## config.mk

```make
export PLATFORM = sky130hd
export DESIGN_NAME = spi_arb
export DESIGN_NICKNAME = d
export VERILOG_FILES = /design/src/rtl/spi_arb.sv
export SDC_FILE = /design/constraint.sdc
export NUM_CORES = 1
export LEC_CHECK = 0
export CORE_UTILIZATION = 40
export DETAILED_ROUTE_END_ITERATION = 8
export GPL_ROUTABILITY_DRIVEN = 0
export PLACE_DENSITY = 0.74
export SLEW_MARGIN = 10
export SYNTH_ARGS = -nofsm -noshare
export SYNTH_HDL_FRONTEND = slang
export SYNTH_SLANG_ARGS = --single-unit
```

## constraint.sdc

```tcl
create_clock -name clk -period 3.06 [get_ports clk]
set_input_delay 0.612 -clock clk [delete_from_list [all_inputs] [get_ports clk]]
set_output_delay 0.612 -clock clk [all_outputs]
set_load 0.03 [all_outputs]
```

## src/rtl/spi_arb.sv

```systemverilog
// spi_arb: shares one SPI master between the pot requester and the calibration EEPROM.
// Round-robin grant, one-shot launch, stall timeout and slave-select demux for the granted target.
module spi_arb #(
   parameter logic [11:0] TMO_CYC = 12'd4000
) (
   input  logic        clk,
   input  logic        rst_n,
   input  logic        pot_req,
   input  logic [1:0]  pot_sel,
   input  logic [15:0] pot_cmd,
   input  logic        eep_req,
   input  logic [15:0] eep_cmd,
   output logic        pot_done,
   output logic        eep_done,
   output logic [15:0] eep_rdata,
   output logic        err,
   output logic        spi_wrt,
   output logic [15:0] spi_cmd,
   input  logic        spi_done,
   input  logic [15:0] spi_rdata,
   input  logic        spi_ss_n,
   output logic        ch1_ss_n,
   output logic        ch2_ss_n,
   output logic        ch3_ss_n,
   output logic        trig_ss_n,
   output logic        EEP_ss_n
);

   typedef enum logic [1:0] {IDLE, LAUNCH, BUSY, DONE} state_t;

   state_t      state_q, state_d;
   logic        gnt_eep_q, gnt_eep_d;
   logic        last_eep_q, last_eep_d;
   logic [1:0]  sel_q, sel_d;
   logic [15:0] cmd_q, cmd_d;
   logic [15:0] rdata_q, rdata_d;
   logic        err_q, err_d;
   logic [11:0] tmo_q, tmo_d;
   logic        spi_wrt_q, spi_wrt_d;
   logic        pot_done_q, pot_done_d;
   logic        eep_done_q, eep_done_d;
   logic        xfer;

   always_ff @(posedge clk) begin
      if (!rst_n) begin
         state_q    <= IDLE;
         gnt_eep_q  <= 1'b0;
         last_eep_q <= 1'b0;
         sel_q      <= 2'b00;
         cmd_q      <= 16'h0000;
         rdata_q    <= 16'h0000;
         err_q      <= 1'b0;
         tmo_q      <= 12'd0;
         spi_wrt_q  <= 1'b0;
         pot_done_q <= 1'b0;
         eep_done_q <= 1'b0;
      end else begin
         state_q    <= state_d;
         gnt_eep_q  <= gnt_eep_d;
         last_eep_q <= last_eep_d;
         sel_q      <= sel_d;
         cmd_q      <= cmd_d;
         rdata_q    <= rdata_d;
         err_q      <= err_d;
         tmo_q      <= tmo_d;
         spi_wrt_q  <= spi_wrt_d;
         pot_done_q <= pot_done_d;
         eep_done_q <= eep_done_d;
      end
   end

   always_comb begin
      state_d    = state_q;
      gnt_eep_d  = gnt_eep_q;
      last_eep_d = last_eep_q;
      sel_d      = sel_q;
      cmd_d      = cmd_q;
      rdata_d    = rdata_q;
      err_d      = err_q;
      tmo_d      = tmo_q;
      spi_wrt_d  = 1'b0;
      pot_done_d = 1'b0;
      eep_done_d = 1'b0;
      case (state_q)
         IDLE: begin
            // EEPROM wins a tie unless it was the one served last
            if (pot_req || eep_req) begin
               gnt_eep_d = eep_req && (!pot_req || !last_eep_q);
               cmd_d     = gnt_eep_d ? eep_cmd : pot_cmd;
               sel_d     = pot_sel;
               state_d   = LAUNCH;
            end
         end
         LAUNCH: begin
            spi_wrt_d = 1'b1;
            tmo_d     = 12'd0;
            state_d   = BUSY;
         end
         BUSY: begin
            tmo_d = tmo_q + 12'd1;
            if (spi_done) begin
               if (gnt_eep_q) rdata_d = spi_rdata;
               state_d = DONE;
            end else if (tmo_d == TMO_CYC) begin
               err_d   = 1'b1;
               state_d = DONE;
            end
            if (state_d == DONE) begin
               pot_done_d = !gnt_eep_q;
               eep_done_d = gnt_eep_q;
            end
         end
         DONE: begin
            last_eep_d = gnt_eep_q;
            state_d    = IDLE;
         end
         default: state_d = IDLE;
      endcase
   end

   // Only the granted target sees the master's select, and only while a transfer is live
   assign xfer      = (state_q == LAUNCH) || (state_q == BUSY);
   assign EEP_ss_n  = (xfer && gnt_eep_q) ? spi_ss_n : 1'b1;
   assign ch1_ss_n  = (xfer && !gnt_eep_q && sel_q == 2'b00) ? spi_ss_n : 1'b1;
   assign ch2_ss_n  = (xfer && !gnt_eep_q && sel_q == 2'b01) ? spi_ss_n : 1'b1;
   assign ch3_ss_n  = (xfer && !gnt_eep_q && sel_q == 2'b10) ? spi_ss_n : 1'b1;
   assign trig_ss_n = (xfer && !gnt_eep_q && sel_q == 2'b11) ? spi_ss_n : 1'b1;

   assign spi_wrt   = spi_wrt_q;
   assign spi_cmd   = cmd_q;
   assign pot_done  = pot_done_q;
   assign eep_done  = eep_done_q;
   assign eep_rdata = rdata_q;
   assign err       = err_q;

endmodule

```

==> flow_summary.ini, run 1 <==
[route]
route.detailed.drc = 0
vias = 2349
drt_first_pass_iters = 4
wire_per_inst_um = 13.2
routed_via_density = 5.12
initialDrtViolationCount = 104
ant_nets = 0
wl_um = 6060

[floorplan]
fp.dieArea_um2 = 6860
initial_core_util = 0.414
core-area_um2 = 6310
ios = 97
rows = 29
fp.dieH_um = 82.8
die_x_um = 82.8

[global_route]
first_global_vias = 2146
use_met1 = 0.223
grt_pass1_wl_um = 9850
grt_use_total = 0.189
use_met3 = 0.0754
overflow = 0
use_met2 = 0.308
busiest_layer = met2
grt_max_degree = 36
antenna_found_initial = 0

[setup_path]
required_ns = 2.45
cp-start-kind = flip-flop
cpMaxStageDelayCell = clkdlybuf4s50_1
slowest_delay_ns = 0.68
path_cells = inv_1, ha_1, nand3b_1, clkdlybuf4s50_1
critPathArrivalTime_ns = 2.07
crit_fanout = 6
worstSetupEndpointType = primary output
criticalPathCategory = flip-flop to primary output

[min_path]
hold_path_class = flip-flop to flip-flop

[pwr]
leakage_uw = 0.00146
p_per_area_nw_per_um2 = 646
peakVddDrop_mv = 0.340

[synthesis]
yosysMostFrequentCell = nand2_1
yosysTopAreaCell = dfxtp_1
ys.warnings.count = 0
synth_edf_count = 0
synth_top_area_frac = 0.414
yosys-top-cells-area = dfxtp_1 (41%), nand2_1 (9.6%), mux2i_1 (8.0%)
synth_cells = 297
ys_top_cells_by_count = nand2_1 (67), dfxtp_1 (54), a21boi_0 (23)
seq_area_frac_synth = 0.414
ys_types = 39
syn_area_um2 = 2610
async_flop_share = 0
ys_seq_elements = 54
synthFlopType = dfxtp_1
avgSynthCellArea_um2 = 8.79
synth_nets = 359

[clock_tree]
clk_pin_slew_ns = 0.10
cts_buffers = 5
clock-root-buffer = clkbuf_8
cts_tree = yes
cts_buffer_depth = 2
cts.sinks = 54
insertion_delay_ns = 0.31
cts_resized = 0
h-tree-depth = 2
cts_setup_buffers = 0
hold_buffers = 0

[sta]
setup_viol = 0
worstMarginPinSlew_ns = 0.641
fmax_mhz = 373
rsz0062_at_grt = false
finalClockSkew_ns = 0.00575
hold_viol_final = 0
max_slew_margin = 0.572
tns_ns = 0
final_max_slew_viol_count = 0
fin_crit_sh = 0.876
min_period_ns = 2.68

[final_layout]
num_antenna_cells = 0
final_area_um2 = 3690
synthToLayoutAreaGrowth_pct = 41.4
stdcell_count = 459
drive_gt1_frac = 0.0524
fin_nets = 443

[placed_design]
postPlaceCellArea_um2 = 3600
dpl.hpwl_um = 4430
dp.cells = 451
portBuffers = 96

[status]
status = finished clean

[run]
maxCapViolCount = 0
==> logic make-up (layout without fill, tap and decap cells) <==
| kind of cell | count (synthesis) | in the layout | synth area share |
|---|---|---|---|
| multiplexers | 21 | 21 | 0.0805 |
| XOR/XNOR | 2 | 2 | 0.00671 |
| AO/OA/AOI/OAI | 67 | 67 | 0.200 |
| adder cells (fa/ha/maj) | 6 | 6 | 0.0287 |
| flip-flops | 54 | 54 | 0.414 |
| buffers and inverters | 30 | 115 | 0.0522 |
| AND/OR/NAND/NOR | 117 | 117 | 0.218 |
==> worst max-delay path: cells and delay by family (launching register included) <==
family,cells,cell delay [ns]
buf+inv,2,0.80
flops,1,0.41
fa+ha+maj,1,0.40
simple gates,1,0.15
==> flip-flops by register name, indices dropped and copies added, names as in the netlist <==
| signal | flops |
|---|---|
| eep_rdata | 16 |
| spi_cmd | 16 |
| tmo_q | 12 |
| sel_q | 2 |
| state_q | 2 |
| eep_done | 1 |
| err | 1 |
| gnt_eep_q | 1 |
| last_eep_q | 1 |
| pot_done | 1 |
| spi_wrt | 1 |
==> area by class of cell <==
cell class	count	area [µm²]
clock inverter	1	8.76
tap	77	96.3
clock buffer	7	86.3
sequential	54	1080
timing repair buffer	101	998
multi-input combinational	213	1400
fill	574	2620
inverter	6	22.5
==> per-layer routing <==
metal  part of all wire  wire length, µm
met2               0.47             2840
met5                  0                0
met1               0.43             2580
met3              0.093              562
met4              0.013               80
==> power breakdown <==
part	switching, µW	internal (µW)	leakage [µW]	total [µW]
sequential	86.7	824	0.000440	911
combinational	600	448	0.000967	1050
clock	238	188	0.0000489	426
==> path summary, 6_finish.rpt <==
path	slack, ns	start	cells after the start	end
worst max-delay path	0.38	state_q[0]	4	EEP_ss_n
worst min-delay path	0.46	err	2	err
worst max register to register	0.99	state_q[0]	5	eep_rdata[14]
worst min register to register	0.46	err	2	err
==> stage by stage <==
step	setup WS (ns)	hold WS, ns	util	power, µW
3_5_place_dp	0.471	0.447	0.570	1980
5_1_grt	0.260	0.485	0.585	2550
6_report	0.381	0.457	0.585	2380
3_3_place_gp	0.498	0.435	0.570	1960
4_1_cts	0.357	0.462	0.585	2410
2_1_floorplan	0.829	0.477	-	1590
==> placed cells by master (no fill, tap or decap), types with 2 or more instances in the layout <==
cell type	count
o21a_1	7
nand2_1	67
nand3_1	7
ha_1	6
nand4_1	4
a21boi_0	22
nor3b_1	2
o211a_1	16
clkbuf_8	6
nor2_1	2
nand4_2	2
or3_1	2
nand3b_1	3
mux2i_1	21
nor3_1	9
inv_1	6
o22ai_1	2
xnor2_1	2
dfxtp_1	54
nor2b_1	9
clkdlybuf4s50_1	96
o21ai_0	3
a21oi_1	10
and3_1	2
buf_4	5
and4_2	2
and2_1	3
(Power assumes the default switching activity.)
==> run 2: changes to the inputs <==
CORE_MARGIN = 3   (was default)
GPL_ROUTABILITY_DRIVEN = default   (was 0)
==> run 2 against run 1 <==
- largest power group unchanged
- global-route usage fell by 1.5 points
- largest cell class unchanged
- register-to-register slack hardly changed
- die area up 9.9%
- highest routed layer unchanged
- flip-flop and latch count stayed put
==> flow_summary.ini, run 2 (synthesis results as in run 1) <==
[status]
status = finished clean

[global_route]
overflow = 0
grt_max_degree = 36
antenna_found_initial = 0
grt_pass1_wl_um = 10600
first_global_vias = 2343
grt_use_total = 0.173

[route]
vias = 2360
routed_via_density = 5.16
wire_per_inst_um = 13.8
route.detailed.drc = 0
initialDrtViolationCount = 101
wl_um = 6300
drt_first_pass_iters = 4
ant_nets = 0

[final_layout]
mostFrequentLayoutCells = clkdlybuf4s50_1 (96), nand2_1 (67), dfxtp_1 (54)
drive_gt1_frac = 0.0550
synthToLayoutAreaGrowth_pct = 41.3
fin_nets = 443
layout_commonest_cell = clkdlybuf4s50_1
num_antenna_cells = 0
final_area_um2 = 3690
fill_cells = 541

[floorplan]
core-area_um2 = 6130
rows = 28
initial_core_util = 0.426
ios = 97
fp.dieArea_um2 = 7530
die_x_um = 86.8
fp.dieH_um = 86.8

[setup_path]
cpMaxStageDelayCell = clkdlybuf4s50_1
required_ns = 2.45
worstSetupEndpointType = primary output
path_cells = inv_1, ha_1, nand4b_1, clkdlybuf4s50_1
worst-path-buf-inv = 2
critPathArrivalTime_ns = 2.08
reg2reg_from = state_q[0]
slowest_delay_ns = 0.68
reg2reg_setup_slack_ns = 1.00
cp-start-kind = flip-flop
criticalPathCategory = flip-flop to primary output
r2r_cells = 5
cp_top_family = buffers and inverters
crit_fanout = 6
timing.rr.end = eep_rdata[1]

[clock_tree]
cts_tree = yes
cts_buffer_depth = 2
h-tree-depth = 2
hold_buffers = 0
cts.sinks = 54
clock-root-buffer = clkbuf_8
clk_pin_slew_ns = 0.10
cts_setup_buffers = 0
cts_buffers = 5
insertion_delay_ns = 0.30
cts_resized = 0

[sta]
worstMarginPinSlew_ns = 0.658
max_slew_margin = 0.560
tns_ns = 0
hold_viol_final = 0
fmax_mhz = 371
rsz0062_at_grt = false
setup_viol = 0
min_period_ns = 2.70
final_max_slew_viol_count = 0
fin_crit_sh = 0.881
finalClockSkew_ns = 0.00792

[run]
maxCapViolCount = 0

[min_path]
hp-start = err
min_delay_path_depth = 2
holdPathEnd = err
hold_path_class = flip-flop to flip-flop

[placed_design]
portBuffers = 96
gp_congestion = 0.773
dpl.hpwl_um = 4730
postPlaceCellArea_um2 = 3590

[pwr]
p_per_area_nw_per_um2 = 647
peakVddDrop_mv = 0.443
leakage_uw = 0.00146
==> run 2: cell types whose count changed in the layout (fill, tap and decap cells not counted), sizes merged <==
cell	change
clkinv	+1
clkbuf	-1
clkinvlp	+1
inv	-1
==> run 2: how the worst max path moves through the flow <==
stage                     endpoint  startpoint  slack (ns)  depth (start not counted)
final                     ch3_ss_n  state_q[0]        0.36                          4
after global routing      ch3_ss_n  state_q[0]        0.28                          4
after CTS                 ch3_ss_n  state_q[0]        0.35                          4
after detailed placement  ch2_ss_n    spi_ss_n        0.43                          4
after global placement    ch3_ss_n    spi_ss_n        0.45                          4
after floorplan           ch3_ss_n  state_q[0]        0.83                          5
==> run 2: worst register-to-register path, stage by stage (launching register included) <==
cell      delay (ns)
dfxtp_1         0.37
inv_1           0.13
ha_1            0.54
nand3_1         0.59
nand2_1         0.21
a21boi_0        0.11
==> run 2: where the power goes <==
group          switching [µW]  internal, µW  leakage [µW]
Clock                     231           182     0.0000472
Combinational             608           448      0.000967
Sequential               93.7           824      0.000440
==> run 2: metrics by stage <==
stage / hold WS [ns] / power (µW) / setup slack (ns) / std cells / utilization
2_1_floorplan: 0.477 / 1590 / 0.829 / 297 / -
3_3_place_gp: 0.436 / 1970 / 0.448 / 449 / 0.586
3_5_place_dp: 0.446 / 1990 / 0.429 / 449 / 0.586
4_1_cts: 0.461 / 2410 / 0.345 / 457 / 0.602
5_1_grt: 0.483 / 2540 / 0.279 / 457 / 0.602
6_report: 0.459 / 2390 / 0.364 / 457 / 0.602
==> run 2: layout make-up <==
class / instances / area, µm² / share of cell area
well taps: 75 / 93.8 / 0.0254
flip-flops and latches: 54 / 1080 / 0.293
multi-input cells: 213 / 1400 / 0.379
inverters: 6 / 22.5 / 0.00611
clock inverters: 2 / 12.5 / 0.00339
clock buffers: 6 / 82.6 / 0.0224
repair buffers: 101 / 998 / 0.271
==> run 2: metal layers <==
| layer | track usage | up-vias | wire (µm) |
|---|---|---|---|
| met5 | 0 | - | 0 |
| met4 | 0.0595 | 0 | 114 |
| met3 | 0.0637 | 11 | 596 |
| met2 | 0.284 | 86 | 2860 |
| met1 | 0.209 | 1064 | 2730 |
| li1 | - | 1199 | - |
==> run 3: changes to the inputs <==
ABC_CLOCK_PERIOD_IN_PS = 3060   (was default)
==> results of run 3 <==
No change in the layout: final DEF, timing and power equal those of run 2.
